===== src/rtl/fetch_stage_pkg.sv =====
// Shared definitions for the instruction-fetch stage: datapath width, reset PC,
// canonical NOP and the instruction bit positions that form the 9-bit decode
// address consumed by the control decoder.
package fetch_stage_pkg;

    localparam int XLEN = 32;

    localparam logic [XLEN-1:0] RESET_PC_DEFAULT = 32'h0000_0000;

    // addi x0, x0, 0
    localparam logic [XLEN-1:0] NOP_INSTR = 32'h0000_0013;

    // Decode address = {instr[30], instr[14:12], instr[6:2]}
    localparam int CTRL_ADDR_W = 9;
    localparam int F7_BIT      = 30;
    localparam int F3_HI       = 14;
    localparam int F3_LO       = 12;
    localparam int OP_HI       = 6;
    localparam int OP_LO       = 2;

endpackage


===== src/rtl/fetch_fifo.sv =====
// Small circular FIFO with synchronous flush and an occupancy count. Used by
// fetch_stage both for the prefetch data buffer and for the PC tags of
// in-flight memory requests. The caller never pushes when full nor pops when
// empty; push and pop in the same cycle are allowed.
module fetch_fifo #(
    parameter int DEPTH = 2,
    parameter int WIDTH = 32
) (
    input  logic                       clk,
    input  logic                       rst,
    input  logic                       flush,
    input  logic                       push,
    input  logic [WIDTH-1:0]           push_data,
    input  logic                       pop,
    output logic [WIDTH-1:0]           head,
    output logic [$clog2(DEPTH+1)-1:0] count,
    output logic                       empty
);

    localparam int PTR_W = (DEPTH > 1) ? $clog2(DEPTH) : 1;

    logic [WIDTH-1:0] mem [DEPTH];
    logic [PTR_W-1:0] wr_ptr;
    logic [PTR_W-1:0] rd_ptr;

    function automatic logic [PTR_W-1:0] next_ptr(input logic [PTR_W-1:0] p);
        return (p == PTR_W'(DEPTH - 1)) ? '0 : p + 1'b1;
    endfunction

    // Storage write
    // NOTE: the storage array is deliberately not reset; the pointers and count
    // define which entries are meaningful, so stale contents are never observed.
    always_ff @(posedge clk) begin
        if (push) begin
            mem[wr_ptr] <= push_data;
        end
    end

    // Pointer and occupancy bookkeeping
    // NOTE: sequential state is assigned with <= so every register samples the
    // pre-edge values, independent of statement order.
    always_ff @(posedge clk) begin
        if (rst || flush) begin
            wr_ptr <= '0;
            rd_ptr <= '0;
            count  <= '0;
        end else begin
            if (push) begin
                wr_ptr <= next_ptr(wr_ptr);
            end
            if (pop) begin
                rd_ptr <= next_ptr(rd_ptr);
            end
            case ({push, pop})
                2'b10:   count <= count + 1'b1;
                2'b01:   count <= count - 1'b1;
                default: count <= count;
            endcase
        end
    end

    assign head  = mem[rd_ptr];
    assign empty = (count == '0);

endmodule


===== src/rtl/fetch_stage.sv =====
// Instruction-fetch stage. Owns the PC, issues word requests over a
// req/gnt/rvalid handshake, buffers returned words in a prefetch FIFO and
// presents the IF/ID register together with its 9-bit decode address.
// A redirect from EX flushes the stage; responses still in flight at that
// point are counted and discarded as they arrive.
// Optional feature: define FETCH_MISALIGN_CHECK_EN to flag (sticky until rst)
// redirect targets whose low two bits are non-zero.
module fetch_stage #(
    parameter int                XLEN       = fetch_stage_pkg::XLEN,
    parameter logic [XLEN-1:0]   RESET_PC   = fetch_stage_pkg::RESET_PC_DEFAULT,
    parameter int                FIFO_DEPTH = 2
) (
    input  logic                                   clk,
    input  logic                                   rst,
    output logic                                   imem_req,
    output logic [XLEN-1:0]                        imem_addr,
    input  logic                                   imem_gnt,
    input  logic                                   imem_rvalid,
    input  logic [XLEN-1:0]                        imem_rdata,
    input  logic                                   redirect,
    input  logic [XLEN-1:0]                        redirect_pc,
    input  logic                                   stall,
    output logic                                   if_valid,
    output logic [XLEN-1:0]                        if_pc,
    output logic [XLEN-1:0]                        if_instr,
    output logic [fetch_stage_pkg::CTRL_ADDR_W-1:0] if_ctrl_addr,
    output logic                                   if_misalign
);

    import fetch_stage_pkg::*;

    localparam int CNT_W = $clog2(FIFO_DEPTH + 1);

    typedef struct packed {
        logic [XLEN-1:0] pc;
        logic [XLEN-1:0] instr;
    } entry_t;

    localparam int ENTRY_W = $bits(entry_t);

    logic [XLEN-1:0]  pc;
    logic [CNT_W-1:0] outstanding;
    logic [CNT_W-1:0] outstanding_nxt;
    logic [CNT_W-1:0] drop_cnt;

    logic [XLEN-1:0]  tag_head;
    logic             tag_empty;
    logic [CNT_W-1:0] tag_count_unused;

    entry_t           data_head;
    entry_t           rsp_entry;
    logic [CNT_W-1:0] data_count;
    logic             data_empty;

    logic             fire;
    logic             rsp_valid;
    logic             rsp_drop;
    logic             rsp_keep;
    logic             bypass;
    logic             data_push;
    logic             data_pop;
    logic [XLEN-1:0]  target_pc;

    // Credit rule: in-flight requests plus buffered words never exceed the
    // FIFO depth, so every response that is kept always has somewhere to go.
    assign imem_req  = !rst && !redirect &&
                       (({1'b0, outstanding} + {1'b0, data_count}) < (CNT_W + 1)'(FIFO_DEPTH));
    assign imem_addr = pc;
    assign fire      = imem_req && imem_gnt;

    // A response is only meaningful while a tag is waiting for it.
    assign rsp_valid = imem_rvalid && !tag_empty;
    assign rsp_drop  = rsp_valid && (drop_cnt != '0);
    assign rsp_keep  = rsp_valid && (drop_cnt == '0) && !redirect;

    // Straight into IF/ID when nothing older is queued and decode can accept.
    assign bypass    = rsp_keep && data_empty && !stall;
    assign data_push = rsp_keep && !bypass;
    assign data_pop  = !redirect && !stall && !data_empty;

    assign rsp_entry = '{pc: tag_head, instr: imem_rdata};
    assign target_pc = {redirect_pc[XLEN-1:2], 2'b00};

    // Tags of requests granted but not yet answered, in request order
    fetch_fifo #(
        .DEPTH (FIFO_DEPTH),
        .WIDTH (XLEN)
    ) u_tag_fifo (
        .clk       (clk),
        .rst       (rst),
        .flush     (1'b0),
        .push      (fire),
        .push_data (pc),
        .pop       (rsp_valid),
        .head      (tag_head),
        .count     (tag_count_unused),
        .empty     (tag_empty)
    );

    // Returned words waiting for decode to accept them
    fetch_fifo #(
        .DEPTH (FIFO_DEPTH),
        .WIDTH (ENTRY_W)
    ) u_data_fifo (
        .clk       (clk),
        .rst       (rst),
        .flush     (redirect),
        .push      (data_push),
        .push_data (rsp_entry),
        .pop       (data_pop),
        .head      (data_head),
        .count     (data_count),
        .empty     (data_empty)
    );

    // Next in-flight request count from this cycle's grant and response
    always_comb begin
        // NOTE: every signal written here gets a default first, so no path
        // leaves it unassigned and no latch is inferred.
        outstanding_nxt = outstanding;
        if (fire) begin
            outstanding_nxt = outstanding_nxt + 1'b1;
        end
        if (rsp_valid) begin
            outstanding_nxt = outstanding_nxt - 1'b1;
        end
    end

    // PC, in-flight count and discard count
    always_ff @(posedge clk) begin
        if (rst) begin
            pc          <= RESET_PC;
            outstanding <= '0;
            drop_cnt    <= '0;
        end else begin
            outstanding <= outstanding_nxt;
            if (redirect) begin
                pc       <= target_pc;
                // Everything still in flight after this edge belongs to the
                // abandoned path, including entries already marked for drop.
                drop_cnt <= outstanding_nxt;
            end else begin
                if (fire) begin
                    pc <= pc + XLEN'(4);
                end
                if (rsp_drop) begin
                    drop_cnt <= drop_cnt - 1'b1;
                end
            end
        end
    end

    // IF/ID register: oldest buffered word first, then bypass, else bubble
    always_ff @(posedge clk) begin
        if (rst) begin
            if_valid <= 1'b0;
            if_pc    <= '0;
            if_instr <= '0;
        end else if (redirect) begin
            if_valid <= 1'b0;
        end else if (!stall) begin
            if (!data_empty) begin
                if_valid <= 1'b1;
                if_pc    <= data_head.pc;
                if_instr <= data_head.instr;
            end else if (bypass) begin
                if_valid <= 1'b1;
                if_pc    <= tag_head;
                if_instr <= imem_rdata;
            end else begin
                if_valid <= 1'b0;
            end
        end
    end

    assign if_ctrl_addr = {if_instr[F7_BIT], if_instr[F3_HI:F3_LO], if_instr[OP_HI:OP_LO]};

`ifdef FETCH_MISALIGN_CHECK_EN
    // Sticky flag for a redirect to a non word-aligned target
    always_ff @(posedge clk) begin
        if (rst) begin
            if_misalign <= 1'b0;
        end else if (redirect && (redirect_pc[1:0] != 2'b00)) begin
            if_misalign <= 1'b1;
        end
    end
`else
    // Low target bits are simply dropped; nothing is reported.
    logic [1:0] unused_target_low;
    assign unused_target_low = redirect_pc[1:0];
    assign if_misalign       = 1'b0;
`endif

endmodule

===== config.mk =====
export PLATFORM = sky130hd
export DESIGN_NAME = fetch_stage
export DESIGN_NICKNAME = d
export VERILOG_FILES = /design/src/rtl/fetch_stage_pkg.sv /design/src/rtl/fetch_fifo.sv /design/src/rtl/fetch_stage.sv
export SDC_FILE = /design/constraint.sdc
export NUM_CORES = 1
export LEC_CHECK = 0
export CAP_MARGIN = 25
export CORE_ASPECT_RATIO = 0.8
export CORE_MARGIN = 2
export CORE_UTILIZATION = 40
export DETAILED_ROUTE_END_ITERATION = 6
export PLACE_DENSITY_LB_ADDON = 0.1
export SLEW_MARGIN = 0
export SYNTH_ARGS = -nofsm -noshare
export SYNTH_HDL_FRONTEND = slang
export SYNTH_SLANG_ARGS = --single-unit

===== constraint.sdc =====
create_clock -name clk -period 5.1 [get_ports clk]
set_input_delay 1.02 -clock clk [delete_from_list [all_inputs] [get_ports clk]]
set_output_delay 1.02 -clock clk [all_outputs]
set_load 0.005 [all_outputs]

==> flow_metrics.py, run 1 <==
metrics = {
    "outcome": {
        "status": "complete, no violations",
    },
    "placed_design": {
        "io_buffers": 170,
        "dpl_cell_area_um2": 13700,
        "hpwl_um": 17300,
        "gp_congestion": 0.810,
    },
    "clock_network": {
        "clk_latency_ps": 540,
        "cts_max_level": 1,
        "post-cts-setup-buffer-count": 0,
        "hold_buffers": 0,
        "clkSlewWorstSetupHoldPaths_ps": 60,
        "post_cts_resized": 0,
        "clk_path_buf_depth": 3,
        "cts_tree": "done",
        "ctsRootBufferMaster": "clkbuf_16",
        "clock_sinks": 291,
        "numCtsBuffers": 30,
    },
    "logic_synthesis": {
        "synthFlopType": "edfxtp_1",
        "ys_seq_area_share_pct": 65.5,
        "yosysTopAreaCell": "edfxtp_1",
        "synth_top_area_share_pct": 47.2,
        "yosysMostFrequentCell": "edfxtp_1",
        "synth-seq-cells": 291,
        "ys.warnings.count": 0,
        "synth_area_um2": 11700,
        "avgSynthCellArea_um2": 12.3,
        "synth-edff-count": 184,
        "synthTopCellsByArea": "edfxtp_1 (47%), dfxtp_1 (18%), mux2i_1 (5.7%)",
        "synthCells": 948,
        "synth-async-reset-ratio_pct": 0,
        "synthDistinctLibCells": 45,
        "netlist_top_cells_count": "edfxtp_1 (184), nand2_1 (143), dfxtp_1 (107), a21oi_1 (79), mux2i_1 (67)",
    },
    "power": {
        "cellLeakagePower_nw": 4.55,
        "swShare_pct": 22.5,
        "p_int_mw": 3.99,
        "irDropWorstVdd_mv": 0.252,
        "power.share.clock_pct": 40.0,
        "powerDensity_nw_per_um2": 351,
        "combPwrFrac_pct": 8.1,
        "seqPwrFrac_pct": 51.9,
        "switchingPower_mw": 1.16,
    },
    "global_routing": {
        "use_met1_pct": 25.5,
        "grt_first_pass_wirelength_um": 42200,
        "grt_max_degree": 84,
        "grt_pass1_vias": 7265,
        "antenna_found_initial": 0,
        "overflow": 0,
        "busiest_layer": "met2",
        "grt_use_total_pct": 17.6,
        "grt.met3_usage_pct": 2.76,
        "use_met2_pct": 28.0,
    },
    "critical_path": {
        "r2r_end": "u_tag_fifo.mem[0][18]",
        "r2r_start": "u_data_fifo.count[0]",
        "ff2ff_setup_slack_ps": 1620,
        "r2r_cells": 8,
        "arrival_ps": 2590,
        "worstSetupStartpointType": "input port",
        "critical_path_class": "in2out",
        "required_ps": 4080,
        "cp_max_fo": 9,
        "endpoint_kind": "output port",
    },
    "sta": {
        "timing.final.crit_share_pct": 70.7,
        "max-slew-margin-rel_pct": 38.8,
        "rsz0062_at_grt": "false",
        "setup_viol": 0,
        "fmax_mhz": 277,
        "period_needed_ps": 3610,
        "worstMarginPinSlew_ps": 916,
        "worst_clock_skew_ps": 9.89,
        "maxSlewViolCount": 0,
        "setup_tns_ps": 0,
        "hold_viol_final": 0,
        "whs_ps": 452,
    },
    "min_path": {
        "whs_path_depth": 2,
        "hold_path.class": "reg2reg",
        "min_from": "if_pc[9]",
        "hold_path_end": "if_pc[9]",
    },
    "cells_and_area": {
        "post-route-util_pct": 51.4,
        "drive_gt1_share_pct": 9.44,
        "final_area_um2": 14700,
        "area_delta_synth_final_pct": 25.4,
        "nets": 1174,
        "antennaDiodeCount": 0,
    },
    "detailed_routing": {
        "drt-total-wl_um": 27400,
        "viasPerCell": 5.13,
        "drt_iter0_markers": 361,
        "num_vias": 7664,
        "first_pass_iters": 5,
        "final_antenna_net_count": 0,
        "drc": 0,
        "wl_per_cell_um": 18.3,
    },
    "job": {
        "drv_cap": 0,
    },
    "floorplanning": {
        "dieWidth_um": 195,
        "rows": 55,
        "die-area_um2": 30700,
        "start_util_pct": 41.0,
        "core-area_um2": 28600,
        "io_pins": 178,
        "die_height_um": 157,
    },
}
[layer usage]
metal  share of wire (%)  up-vias
met3                 4.3       31
met1                  49     3700
met4                 1.5        0
met5                   0        -
met2                  45      168
li1                    -     3765
[metrics by stage]
step	setup WS (ps)	power (mW)	cells
after floorplan	373	2.93	952
final	1490	5.15	1493
after detailed placement	1190	3.15	1437
after global routing	1390	5.35	1493
after global placement	1200	3.14	1437
after CTS	1450	5.22	1493
[state kept, by name, indices dropped and copies added, names as in the netlist, named ones only]
name,count
u_tag_fifo.wr_ptr,1
u_tag_fifo.count,2
u_data_fifo.wr_ptr,1
u_data_fifo.mem,124
u_tag_fifo.rd_ptr,1
if_pc,30
drop_cnt,2
if_valid,1
imem_addr,30
u_data_fifo.count,2
u_data_fifo.rd_ptr,1
outstanding,2
if_instr,32
u_tag_fifo.mem,60
[critical path, cell delays in order]
cell	delay (ps)
clkdlybuf4s50_1	410
or2_2	400
nor3_1	210
clkdlybuf4s50_1	550
[cell usage in the layout (no fill, tap or decap), types with 7 or more instances in the layout]
cell / instances
and2_1: 7
dfxtp_1: 105
o21ai_0: 7
clkinv_2: 7
buf_4: 18
nor2_1: 41
xnor2_1: 21
inv_1: 9
clkbuf_1: 9
edfxtp_1: 184
nand4_1: 10
a211oi_1: 14
o211ai_1: 63
nand3_1: 11
clkbuf_16: 31
nand2_1: 143
a21oi_1: 79
mux2i_1: 67
mux2_2: 30
nor4_1: 7
xor2_1: 14
clkdlybuf4s50_1: 169
nor3_1: 7
[how the worst max path moves through the flow]
stage / end / depth (start not counted) / start / slack (ps)
3_3_place_gp: u_tag_fifo.mem[0][18] / 7 / imem_gnt / 1200
2_1_floorplan: u_data_fifo.mem[0][0] / 5 / stall / 370
6_report: imem_req / 4 / redirect / 1490
5_1_grt: u_tag_fifo.mem[0][10] / 8 / u_data_fifo.count[0] / 1390
3_5_place_dp: u_tag_fifo.mem[0][19] / 7 / imem_gnt / 1190
4_1_cts: imem_req / 4 / redirect / 1450
[power by group through the flow]
stage,sequential [mW],clock (mW),combinational [mW]
floorplan,2.69,0,0.242
global placement,2.72,0,0.416
detailed placement,2.73,0,0.419
CTS,2.68,2.12,0.422
global route,2.69,2.20,0.458
finish,2.67,2.06,0.417
[kinds of logic after synthesis]
group	Yosys count	share of synthesized area, %
xor+xnor	35	2.62
buf+inv	83	3.14
simple gates	255	9.75
other cells	1	0.0320
compound gates	181	9.75
flops	291	65.5
fa+ha+maj	5	0.599
mux	97	8.61
[cell type report]
cell class	instances	area, um2
Tap cell	370	463
Multi-Input combinational cell	578	3710
Inverter	9	33.8
Clock buffer	42	837
Timing Repair Buffer	189	1870
Sequential cell	291	7670
Fill cell	2574	13900
Clock inverter	14	91.3
Note: power is estimated with default switching activity, not from simulation.
==> run 2, diff against run 1 <==
==> constraint.sdc (replaced) <==
create_clock -name clk -period 3.1 [get_ports clk]
set_input_delay 0.62 -clock clk [delete_from_list [all_inputs] [get_ports clk]]
set_output_delay 0.62 -clock clk [all_outputs]
set_load 0.005 [all_outputs]
==> run 2 against run 1 <==
Compared with the run above:
- die area did not move
- via count rose by 0.52%
- core utilization rose by 0.84 points
- clock skew fell by 1.2 ps
- worst setup slack got worse by 1300 ps
- critical path depth did not move
- power rose by 69%
- clock power rose by 75%
- largest power group unchanged
==> flow_metrics.py, run 2 (synthesized netlist as in run 1, its figures left out) <==
metrics = {
    "outcome": {
        "status": "complete, no violations",
    },
    "power": {
        "totalPowerFinal_mw": 8.71,
        "powerDensity_nw_per_um2": 584,
        "p_int_mw": 6.79,
        "combPwrFrac_pct": 8.7,
        "cellLeakagePower_nw": 4.66,
        "switchingPower_mw": 1.92,
        "irDropWorstVdd_mv": 0.406,
        "swShare_pct": 22.0,
        "seqPwrFrac_pct": 50.0,
        "power.share.clock_pct": 41.3,
    },
    "critical_path": {
        "critical_path_class": "reg2out",
        "slowest_stage": "clkdlybuf4s50_1",
        "r2r_cells": 7,
        "r2r_end": "imem_addr[30]",
        "required_ps": 2480,
        "arrival_ps": 2280,
        "crit_chain": "and2_1 > fa_1 > nor3_1 > clkdlybuf4s50_1",
        "r2r_start": "u_data_fifo.count[0]",
        "critPathMaxStageDelay_ps": 540,
        "worstSetupStartpointType": "register",
        "ff2ff_setup_slack_ps": 280,
        "endpoint_kind": "output port",
        "cp_max_fo": 5,
    },
    "detailed_routing": {
        "final_antenna_net_count": 0,
        "drc": 0,
        "drt-total-wl_um": 27300,
        "drt_iter0_markers": 449,
        "wl_per_cell_um": 18.1,
        "num_vias": 7704,
        "first_pass_iters": 4,
        "viasPerCell": 5.12,
    },
    "floorplanning": {
        "start_util_pct": 41.0,
        "dieWidth_um": 195,
        "die-area_um2": 30700,
        "rows": 55,
        "die_height_um": 157,
        "io_pins": 178,
        "core-area_um2": 28600,
    },
    "sta": {
        "maxSlewViolCount": 0,
        "worst_clock_skew_ps": 8.70,
        "setup_tns_ps": 0,
        "setup_slack_ps": 199,
        "worstMarginPinSlew_ps": 921,
        "rsz0062_at_grt": "false",
        "timing.final.crit_share_pct": 93.6,
        "hold_viol_final": 0,
        "fmax_mhz": 345,
        "max-slew-margin-rel_pct": 38.6,
        "whs_ps": 452,
        "period_needed_ps": 2900,
        "setup_viol": 0,
    },
    "global_routing": {
        "antenna_found_initial": 0,
        "grt_use_total_pct": 17.9,
        "grt_pass1_vias": 7520,
        "grt_max_degree": 125,
        "grt_first_pass_wirelength_um": 42800,
        "overflow": 0,
    },
    "placed_design": {
        "dp_slack_ps": 222,
        "dpl.cell_count": 1449,
        "io_buffers": 170,
        "dpl_cell_area_um2": 13900,
        "gp_congestion": 0.815,
        "hpwl_um": 16800,
    },
    "cells_and_area": {
        "mostFrequentLayoutCells": "edfxtp_1 (184), clkdlybuf4s50_1 (169), nand2_1 (143)",
        "area_delta_synth_final_pct": 27.4,
        "largest_register_ffs": 124,
        "final_common_cell": "edfxtp_1",
        "largest_register": "u_data_fifo.mem",
        "nets": 1186,
        "reg_top3": "u_data_fifo.mem (124), u_tag_fifo.mem (60), if_instr (32)",
        "drive_gt1_share_pct": 10.6,
        "post-route-util_pct": 52.2,
        "final_area_um2": 14900,
        "antennaDiodeCount": 0,
        "instances_no_fill": 1505,
    },
    "clock_network": {
        "cts_max_level": 1,
        "clk_latency_ps": 550,
        "clk_path_buf_depth": 3,
        "ctsRootBufferMaster": "clkbuf_16",
        "numCtsBuffers": 30,
        "hold_buffers": 0,
        "cts_tree": "done",
        "clock_sinks": 291,
        "clkSlewWorstSetupHoldPaths_ps": 60,
    },
    "job": {
        "drv_cap": 0,
    },
    "min_path": {
        "hold_path.class": "reg2reg",
        "min_from": "if_pc[9]",
        "whs_path_depth": 2,
        "hold_path_end": "if_pc[9]",
    },
}
-- run 2: worst max path at each step --
stage | from | to | cells past startpoint
after floorplan | stall | u_data_fifo.mem[1][0] | 4
after global placement | imem_gnt | imem_addr[30] | 6
after detailed placement | imem_gnt | imem_addr[30] | 6
after CTS | u_data_fifo.count[0] | imem_req | 4
after global routing | u_data_fifo.count[0] | imem_req | 4
final | u_data_fifo.count[0] | imem_req | 4
-- run 2: final cells by class --
type                    instances  area, um2
clock buffers                  39        846
clock inverters                17        153
fillers                      2498      13600
inverters                       9       33.8
multi-input cells             578       3720
flip-flops and latches        291       7670
well taps                     370        463
repair buffers                201       2030
-- run 2: critical path: cells and delay by family (launching register included) --
family                   cells  cell delay, ps
flip-flops                   1             370
buffers and inverters        1             540
adder cells (fa/ha/maj)      1             450
AND/OR/NAND/NOR              2             380
-- run 2: repair_timing --
item                       in CTS  in global routing
hold endpoints to repair        0                  0
buffers inserted                0                  0
setup endpoints to repair       0                  1
gates resized for setup         0                  1
-- run 2: metal layers --
metal	vias to the layer above	track usage [%]	routed length (um)	share of wire, %
li1	3791	-	-	-
met1	3706	25.6	13200	48
met2	169	28.5	12400	45
met3	38	2.79	1160	4.2
met4	0	4.51	561	2.1
met5	-	0	0	0
-- run 2: power groups by stage --
stage                     logic [mW]  clock network (mW)  registers [mW]
final                          0.753                3.60            4.35
after global routing           0.832                3.85            4.37
after CTS                      0.765                3.71            4.35
after detailed placement       0.760                   0            4.44
after global placement         0.758                   0            4.43
after floorplan                0.400                   0            4.42
==> run 3, diff against run 2 <==
--- a/config.mk
+++ b/config.mk
@@ -11,6 +11,7 @@
 export CORE_UTILIZATION = 40
 export DETAILED_ROUTE_END_ITERATION = 6
 export PLACE_DENSITY_LB_ADDON = 0.1
+export SKIP_LAST_GASP = 1
 export SLEW_MARGIN = 0
 export SYNTH_ARGS = -nofsm -noshare
 export SYNTH_HDL_FRONTEND = slang
==> results of run 3 <==
No change in the layout: final DEF, timing and power equal those of run 2.
